--- src/rtl/load_store_queue_pkg.sv ---
// Types shared by the load/store queue and its memory-controller interface.
// Latency: n/a (types only).
// Backpressure: n/a.
package load_store_queue_pkg;

    localparam int LSQ_DEPTH_BITS = 3;
    localparam int ROB_ID_W       = 5;

    typedef struct packed {
        logic                valid;
        logic                mem_inst;
        logic                l_s;
        logic [2:0]          funct3;
        logic [31:0]         rs1_v;
        logic [31:0]         rs2_v;
        logic [31:0]         ls_imm;
        logic [ROB_ID_W-1:0] rob_id_dest;
    } ls_q_entry;

    typedef struct packed {
        logic                valid;
        logic                l_s;
        logic [2:0]          funct3;
        logic [31:0]         imm;
        logic [ROB_ID_W-1:0] rob_id;
        logic                rs1_rdy;
        logic [ROB_ID_W-1:0] rs1_tag;
        logic [31:0]         rs1_v;
        logic                rs2_rdy;
        logic [ROB_ID_W-1:0] rs2_tag;
        logic [31:0]         rs2_v;
    } lsq_slot_t;

endpackage

--- src/rtl/load_store_queue_wakeup.sv ---
// One-operand CDB wakeup: tag compare and value capture mux.
// Latency: purely combinational.
// Backpressure: none.
module lsq_wakeup #(
    parameter int TAG_W = 5
) (
    input  logic             op_rdy,
    input  logic [TAG_W-1:0] op_tag,
    input  logic [31:0]      op_v,
    input  logic             cdb_valid,
    input  logic [TAG_W-1:0] cdb_rob_id,
    input  logic [31:0]      cdb_data,
    output logic             rdy_out,
    output logic [31:0]      v_out
);

    logic hit;

    // Only a still-waiting operand may be overwritten by the broadcast.
    assign hit     = !op_rdy && cdb_valid && (op_tag == cdb_rob_id);
    assign rdy_out = op_rdy | hit;
    assign v_out   = hit ? cdb_data : op_v;

endmodule

--- src/rtl/load_store_queue.sv ---
// In-order load/store queue with CDB operand wakeup, issuing the head op to the memory controller.
// Latency: dispatch-to-issue pulse is two edges when operands are ready at dispatch.
// Backpressure: dispatch dropped when full (unless head issues); issue held off by in_flight_mem.
module load_store_queue
    import load_store_queue_pkg::*;
#(
    parameter int DEPTH_BITS     = LSQ_DEPTH_BITS,
    parameter int ROB_DEPTH_BITS = ROB_ID_W
) (
    input  logic                      clk,
    input  logic                      rst_n,
    input  logic                      disp_valid,
    input  logic                      disp_l_s,
    input  logic [2:0]                disp_funct3,
    input  logic [31:0]               disp_imm,
    input  logic [ROB_DEPTH_BITS-1:0] disp_rob_id,
    input  logic                      disp_rs1_rdy,
    input  logic [ROB_DEPTH_BITS-1:0] disp_rs1_tag,
    input  logic [31:0]               disp_rs1_v,
    input  logic                      disp_rs2_rdy,
    input  logic [ROB_DEPTH_BITS-1:0] disp_rs2_tag,
    input  logic [31:0]               disp_rs2_v,
    input  logic                      cdb_valid,
    input  logic [ROB_DEPTH_BITS-1:0] cdb_rob_id,
    input  logic [31:0]               cdb_data,
    input  logic                      flush,
    input  logic                      in_flight_mem,
    output ls_q_entry                 ls_q_out,
    output logic                      lsq_full,
    output logic                      lsq_empty
);

    localparam int DEPTH = 1 << DEPTH_BITS;
    localparam int CW    = DEPTH_BITS + 1;

    lsq_slot_t           slot_q [DEPTH];
    lsq_slot_t           slot_d [DEPTH];
    logic [DEPTH_BITS-1:0] head_q, head_d, tail_q, tail_d;
    logic [CW-1:0]       count_q, count_d;
    logic                issued_q, issued_d;
    ls_q_entry           out_q, out_d;

    logic                wk_rs1_rdy [DEPTH];
    logic [31:0]         wk_rs1_v   [DEPTH];
    logic                wk_rs2_rdy [DEPTH];
    logic [31:0]         wk_rs2_v   [DEPTH];
    logic                byp_rs1_rdy, byp_rs2_rdy;
    logic [31:0]         byp_rs1_v, byp_rs2_v;

    lsq_slot_t           head_slot;
    lsq_slot_t           new_slot;
    logic                issue;
    logic                accept;

    for (genvar g = 0; g < DEPTH; g++) begin : g_slot_wk
        lsq_wakeup #(.TAG_W(ROB_DEPTH_BITS)) u_wk_rs1 (
            .op_rdy     (slot_q[g].rs1_rdy),
            .op_tag     (slot_q[g].rs1_tag),
            .op_v       (slot_q[g].rs1_v),
            .cdb_valid  (cdb_valid),
            .cdb_rob_id (cdb_rob_id),
            .cdb_data   (cdb_data),
            .rdy_out    (wk_rs1_rdy[g]),
            .v_out      (wk_rs1_v[g])
        );
        lsq_wakeup #(.TAG_W(ROB_DEPTH_BITS)) u_wk_rs2 (
            .op_rdy     (slot_q[g].rs2_rdy),
            .op_tag     (slot_q[g].rs2_tag),
            .op_v       (slot_q[g].rs2_v),
            .cdb_valid  (cdb_valid),
            .cdb_rob_id (cdb_rob_id),
            .cdb_data   (cdb_data),
            .rdy_out    (wk_rs2_rdy[g]),
            .v_out      (wk_rs2_v[g])
        );
    end

    // Dispatch bypass: an op whose producer broadcasts this very cycle is written already ready.
    lsq_wakeup #(.TAG_W(ROB_DEPTH_BITS)) u_byp_rs1 (
        .op_rdy     (disp_rs1_rdy),
        .op_tag     (disp_rs1_tag),
        .op_v       (disp_rs1_v),
        .cdb_valid  (cdb_valid),
        .cdb_rob_id (cdb_rob_id),
        .cdb_data   (cdb_data),
        .rdy_out    (byp_rs1_rdy),
        .v_out      (byp_rs1_v)
    );
    lsq_wakeup #(.TAG_W(ROB_DEPTH_BITS)) u_byp_rs2 (
        .op_rdy     (disp_rs2_rdy),
        .op_tag     (disp_rs2_tag),
        .op_v       (disp_rs2_v),
        .cdb_valid  (cdb_valid),
        .cdb_rob_id (cdb_rob_id),
        .cdb_data   (cdb_data),
        .rdy_out    (byp_rs2_rdy),
        .v_out      (byp_rs2_v)
    );

    assign lsq_full  = (count_q == CW'(DEPTH));
    assign lsq_empty = (count_q == '0);
    assign ls_q_out  = out_q;

    always_comb begin
        slot_d    = slot_q;
        head_d    = head_q;
        tail_d    = tail_q;
        out_d     = out_q;
        out_d.valid = 1'b0;
        head_slot = slot_q[head_q];

        // issued_q blocks the cycle before the controller can raise in_flight_mem.
        issue  = head_slot.valid && head_slot.rs1_rdy && head_slot.rs2_rdy &&
                 !in_flight_mem && !issued_q && !flush;
        accept = disp_valid && !flush && (!lsq_full || issue);

        new_slot.valid   = 1'b1;
        new_slot.l_s     = disp_l_s;
        new_slot.funct3  = disp_funct3;
        new_slot.imm     = disp_imm;
        new_slot.rob_id  = disp_rob_id;
        new_slot.rs1_rdy = byp_rs1_rdy;
        new_slot.rs1_tag = disp_rs1_tag;
        new_slot.rs1_v   = byp_rs1_v;
        new_slot.rs2_rdy = byp_rs2_rdy;
        new_slot.rs2_tag = disp_rs2_tag;
        new_slot.rs2_v   = byp_rs2_v;

        for (int i = 0; i < DEPTH; i++) begin
            slot_d[i].rs1_rdy = wk_rs1_rdy[i];
            slot_d[i].rs1_v   = wk_rs1_v[i];
            slot_d[i].rs2_rdy = wk_rs2_rdy[i];
            slot_d[i].rs2_v   = wk_rs2_v[i];
        end

        if (issue) begin
            out_d.valid       = 1'b1;
            out_d.mem_inst    = 1'b1;
            out_d.l_s         = head_slot.l_s;
            out_d.funct3      = head_slot.funct3;
            out_d.rs1_v       = head_slot.rs1_v;
            out_d.rs2_v       = head_slot.rs2_v;
            out_d.ls_imm      = head_slot.imm;
            out_d.rob_id_dest = head_slot.rob_id;
            slot_d[head_q].valid = 1'b0;
            head_d = head_q + 1'b1;
        end

        // When full, tail == head: the write lands after the head clear above.
        if (accept) begin
            slot_d[tail_q] = new_slot;
            tail_d = tail_q + 1'b1;
        end

        count_d  = count_q + CW'(accept) - CW'(issue);
        issued_d = issue;

        if (flush) begin
            for (int i = 0; i < DEPTH; i++) begin
                slot_d[i].valid = 1'b0;
            end
            head_d  = '0;
            tail_d  = '0;
            count_d = '0;
        end
    end

    always_ff @(posedge clk or negedge rst_n) begin
        if (!rst_n) begin
            for (int i = 0; i < DEPTH; i++) begin
                slot_q[i] <= '0;
            end
            head_q   <= '0;
            tail_q   <= '0;
            count_q  <= '0;
            issued_q <= 1'b0;
            out_q    <= '0;
        end else begin
            slot_q   <= slot_d;
            head_q   <= head_d;
            tail_q   <= tail_d;
            count_q  <= count_d;
            issued_q <= issued_d;
            out_q    <= out_d;
        end
    end

endmodule

--- config.mk ---
export PLATFORM = sky130hd
export DESIGN_NAME = load_store_queue
export DESIGN_NICKNAME = d
export VERILOG_FILES = /design/src/rtl/load_store_queue_pkg.sv /design/src/rtl/load_store_queue_wakeup.sv /design/src/rtl/load_store_queue.sv
export SDC_FILE = /design/constraint.sdc
export NUM_CORES = 2
export LEC_CHECK = 0
export ABC_AREA = 1
export CORE_MARGIN = 8
export CORE_UTILIZATION = 45
export CTS_CLUSTER_SIZE = 20
export DETAILED_ROUTE_END_ITERATION = 8
export GPL_ROUTABILITY_DRIVEN = 0
export GPL_TIMING_DRIVEN = 0
export SETUP_SLACK_MARGIN = 0.5
export SYNTH_ARGS = -nofsm -noshare
export SYNTH_HDL_FRONTEND = slang
export SYNTH_SLANG_ARGS = --single-unit
--- constraint.sdc ---
create_clock -name clk -period 3.2 [get_ports clk]
set_input_delay 0.48 -clock clk [delete_from_list [all_inputs] [get_ports clk]]
set_output_delay 0.48 -clock clk [all_outputs]
set_load 0.03 [all_outputs]
==> out/metrics.yaml <==
global_routing:
  grt_use_total_pct: 40.5
  gr-total-overflow: 0
  antenna_found_initial: 23
  grt_pass1_vias: 50000
  grt_max_degree: 176
  grt_pass1_wl_um: 369000
critical_path:
  worst-r2r-cell-count: 10
  cp.arrival_ns: 3.53
  crit_path_max_incr_delay_ns: 0.41
  r2r_end: "ls_q_out[69]"
  path_class: "reg -> reg"
  cp_slowest_cell: "dfrtp_1"
  cp_data_required_time_ns: 3.82
  worstPathMaxFanout: 10
  critical_path.startpoint_type: "flip-flop"
  r2r-start: "head_q[0]"
  reg2reg_slack_ns: 0.29
  crit_chain: "buf_6 > buf_6 > nand2_1 > clkinvlp_4 > buf_4 > clkbuf_4 > a21oi_1 > o211ai_1 > nand2_2 > nand2_1"
  crit_path_end_kind: "flip-flop"
finish:
  utilization_pct: 54.6
  area_growth_syn_to_layout_pct: 21.1
  stdcell_area_mm2: 0.0621
  final_cell_mix: "nand2_1, o21ai_0, dfrtp_1"
  final_common_cell: "nand2_1"
  nNetsFinal: 7079
  drive_above_1_share_pct: 11.2
  fin_cells: 8542
sta:
  fin_crit_ns: 2.91
  slew_viol_final: 0
  hold_ws_ns: 0.405
  setup_tns_ns: 0
  rsz0062_at_grt: "true"
  setup_ws_ns: 0.290
  finalHoldViolations: 0
  clock.fmax_mhz: 344
  min_period_over_period_pct: 90.9
  worst_pin_slew_ns: 1.09
  fin_skew_ns: 0.0495
  setup_viol: 0
  maxSlewHeadroom_pct: 27.1
floorplanning:
  start_util_pct: 45.1
  die_w_um: 354
  coreArea_mm2: 0.114
  design.portCount: 269
  rows: 124
  die_area_mm2: 0.125
  die_h_um: 354
clock_network:
  cts_tree: "done"
  clkSlewWorstSetupHoldPaths_ns: 0.06
  cts.sink_count: 1061
  root_buffer: "clkbuf_16"
  clk_latency_ns: 0.79
  clock_path_buffers: 3
  h-tree-depth: 3
  cts_buffers: 118
pwr:
  p_switching_mw: 16.7
  clockPowerShare_pct: 29.6
  pwr-share-seq_pct: 42.9
  ir_drop_mv: 0.497
  power.internal_mw: 30.0
  p_sw_share_pct: 35.7
  power.share.combinational_pct: 27.5
  powerDensity_mw_per_mm2: 752
  leakagePower_nw: 27.9
  p_total_mw: 46.7
detailed_routing:
  wl_per_cell_um: 31.1
  via_per_inst: 6.38
  via_count: 54500
  antenna_left: 0
  drtPass1Iterations: 8
  wl_um: 265000
  route.detailed.drc: 0
  drt_iter0_drc: 9345
worst_hold_path:
  whs_path_depth: 3
  worstHoldPathType: "in -> reg"
  whs_endpoint: "tail_q[2]"
  hp-start: "disp_valid"
job:
  max_cap_violations: 0
synth:
  syn_nets: 6621
  ys_warn_count: 0
  syn-mean-instance-area_um2: 7.95
  async_flop_share_pct: 100
  synth-edff-count: 0
  ys_seq_area_share_pct: 51.8
  synth_cells: 6453
  yosys.cell_types.count: 38
  synth-seq-cells: 1061
  synth_flop_cell: "dfrtp_1"
  syn-cell-area_mm2: 0.0513
placement:
  place_inst: 8239
  postPlaceCellArea_mm2: 0.0561
  dp_slack_ns: -1.32
  dp_hpwl_um: 182000
  portBuffers: 266
run_status:
  outcome: "finished, final reports clean"
## kinds of logic (layout without fill, tap and decap cells)
kind of cell	Yosys count	after routing	share of synthesized area [%]
AO/OA/AOI/OAI	2358	2358	24.1
AND/OR/NAND/NOR	2299	2299	17.2
flip-flops	1061	1061	51.8
buffers and inverters	709	1262	6.40
XOR/XNOR	18	18	0.307
adder cells (fa/ha/maj)	8	8	0.210
other	0	24	0
## metal layers
metal | GRT usage [%] | up-vias | routed length, um
li1 | - | 22500 | -
met1 | 52.1 | 26500 | 98300
met2 | 54.3 | 4394 | 105000
met3 | 19.6 | 1049 | 42200
met4 | 24.4 | 20 | 19900
met5 | 1.19 | - | 437
## power groups by stage
stage / sequential [mW] / combinational, mW / clock, mW
6_report: 20.0 / 12.9 / 13.8
5_1_grt: 20.4 / 14.1 / 14.2
2_1_floorplan: 20.5 / 6.75 / 0
3_5_place_dp: 20.1 / 12.1 / 0
3_3_place_gp: 20.2 / 11.7 / 0
4_1_cts: 19.9 / 12.4 / 13.7
## how the worst max path moves through the flow
stage | slack (ns) | cells after the start | startpoint | end
finish | 0.29 | 10 | head_q[0] | ls_q_out[69]
global placement | -49.04 | 1 | rst_n | ls_q_out[44]
detailed placement | -1.32 | 11 | in_flight_mem | ls_q_out[69]
floorplan | 0.57 | 16 | head_q[0] | count_q[2]
global route | 0.35 | 17 | head_q[0] | count_q[1]
CTS | 0.39 | 10 | head_q[0] | ls_q_out[69]
## worst max-delay path, delay by kind of cell (launching register included)
kind	cells	cell delay (ns)
AO/OA/AOI/OAI	2	0.58
buffers and inverters	5	1.27
flip-flops	1	0.41
AND/OR/NAND/NOR	3	0.48
## repair_timing
item                       4_1_cts  5_1_grt
buffers inserted                47       13
setup endpoints to repair     1056     1145
cloned                           2        2
hold buffers                     1        0
resized for setup              355      298
pin swaps                       12       26
hold endpoints to repair       152        0
## area by class of cell
cell class / count / area, um2
Timing Repair Buffer: 339 / 3570
Antenna cell: 24 / 60.1
Multi-Input combinational cell: 4683 / 22300
Tap cell: 1512 / 1890
Clock buffer: 183 / 3510
Fill cell: 10900 / 51600
Clock inverter: 32 / 309
Inverter: 177 / 683
Sequential cell: 1061 / 26600
Buffer: 531 / 3180
## state kept, by name, summed over array words and instances (netlist names)
signal and flops:
slot_q 944, ls_q_out 106, count_q 4, head_q 3, tail_q 3, issued_q 1
## Yosys cell counts (14+ instances only)
cell / count / share of area (%)
nand3_1: 41 / 0.40
buf_2: 119 / 1.2
clkbuf_1: 306 / 2.2
o211ai_1: 35 / 0.51
nand2_1: 1891 / 14
o22ai_1: 60 / 0.73
o21ai_1: 146 / 1.4
a211oi_1: 72 / 1.1
nor2_1: 341 / 2.5
o221ai_1: 14 / 0.24
inv_1: 170 / 1.2
buf_1: 38 / 0.28
o21ai_0: 1857 / 18
dfrtp_1: 1061 / 52
o21a_1: 56 / 0.82
a21oi_1: 109 / 1.1
buf_4: 15 / 0.22
buf_6: 53 / 1.2
No activity file was read; power rests on OpenSTA's default activity.
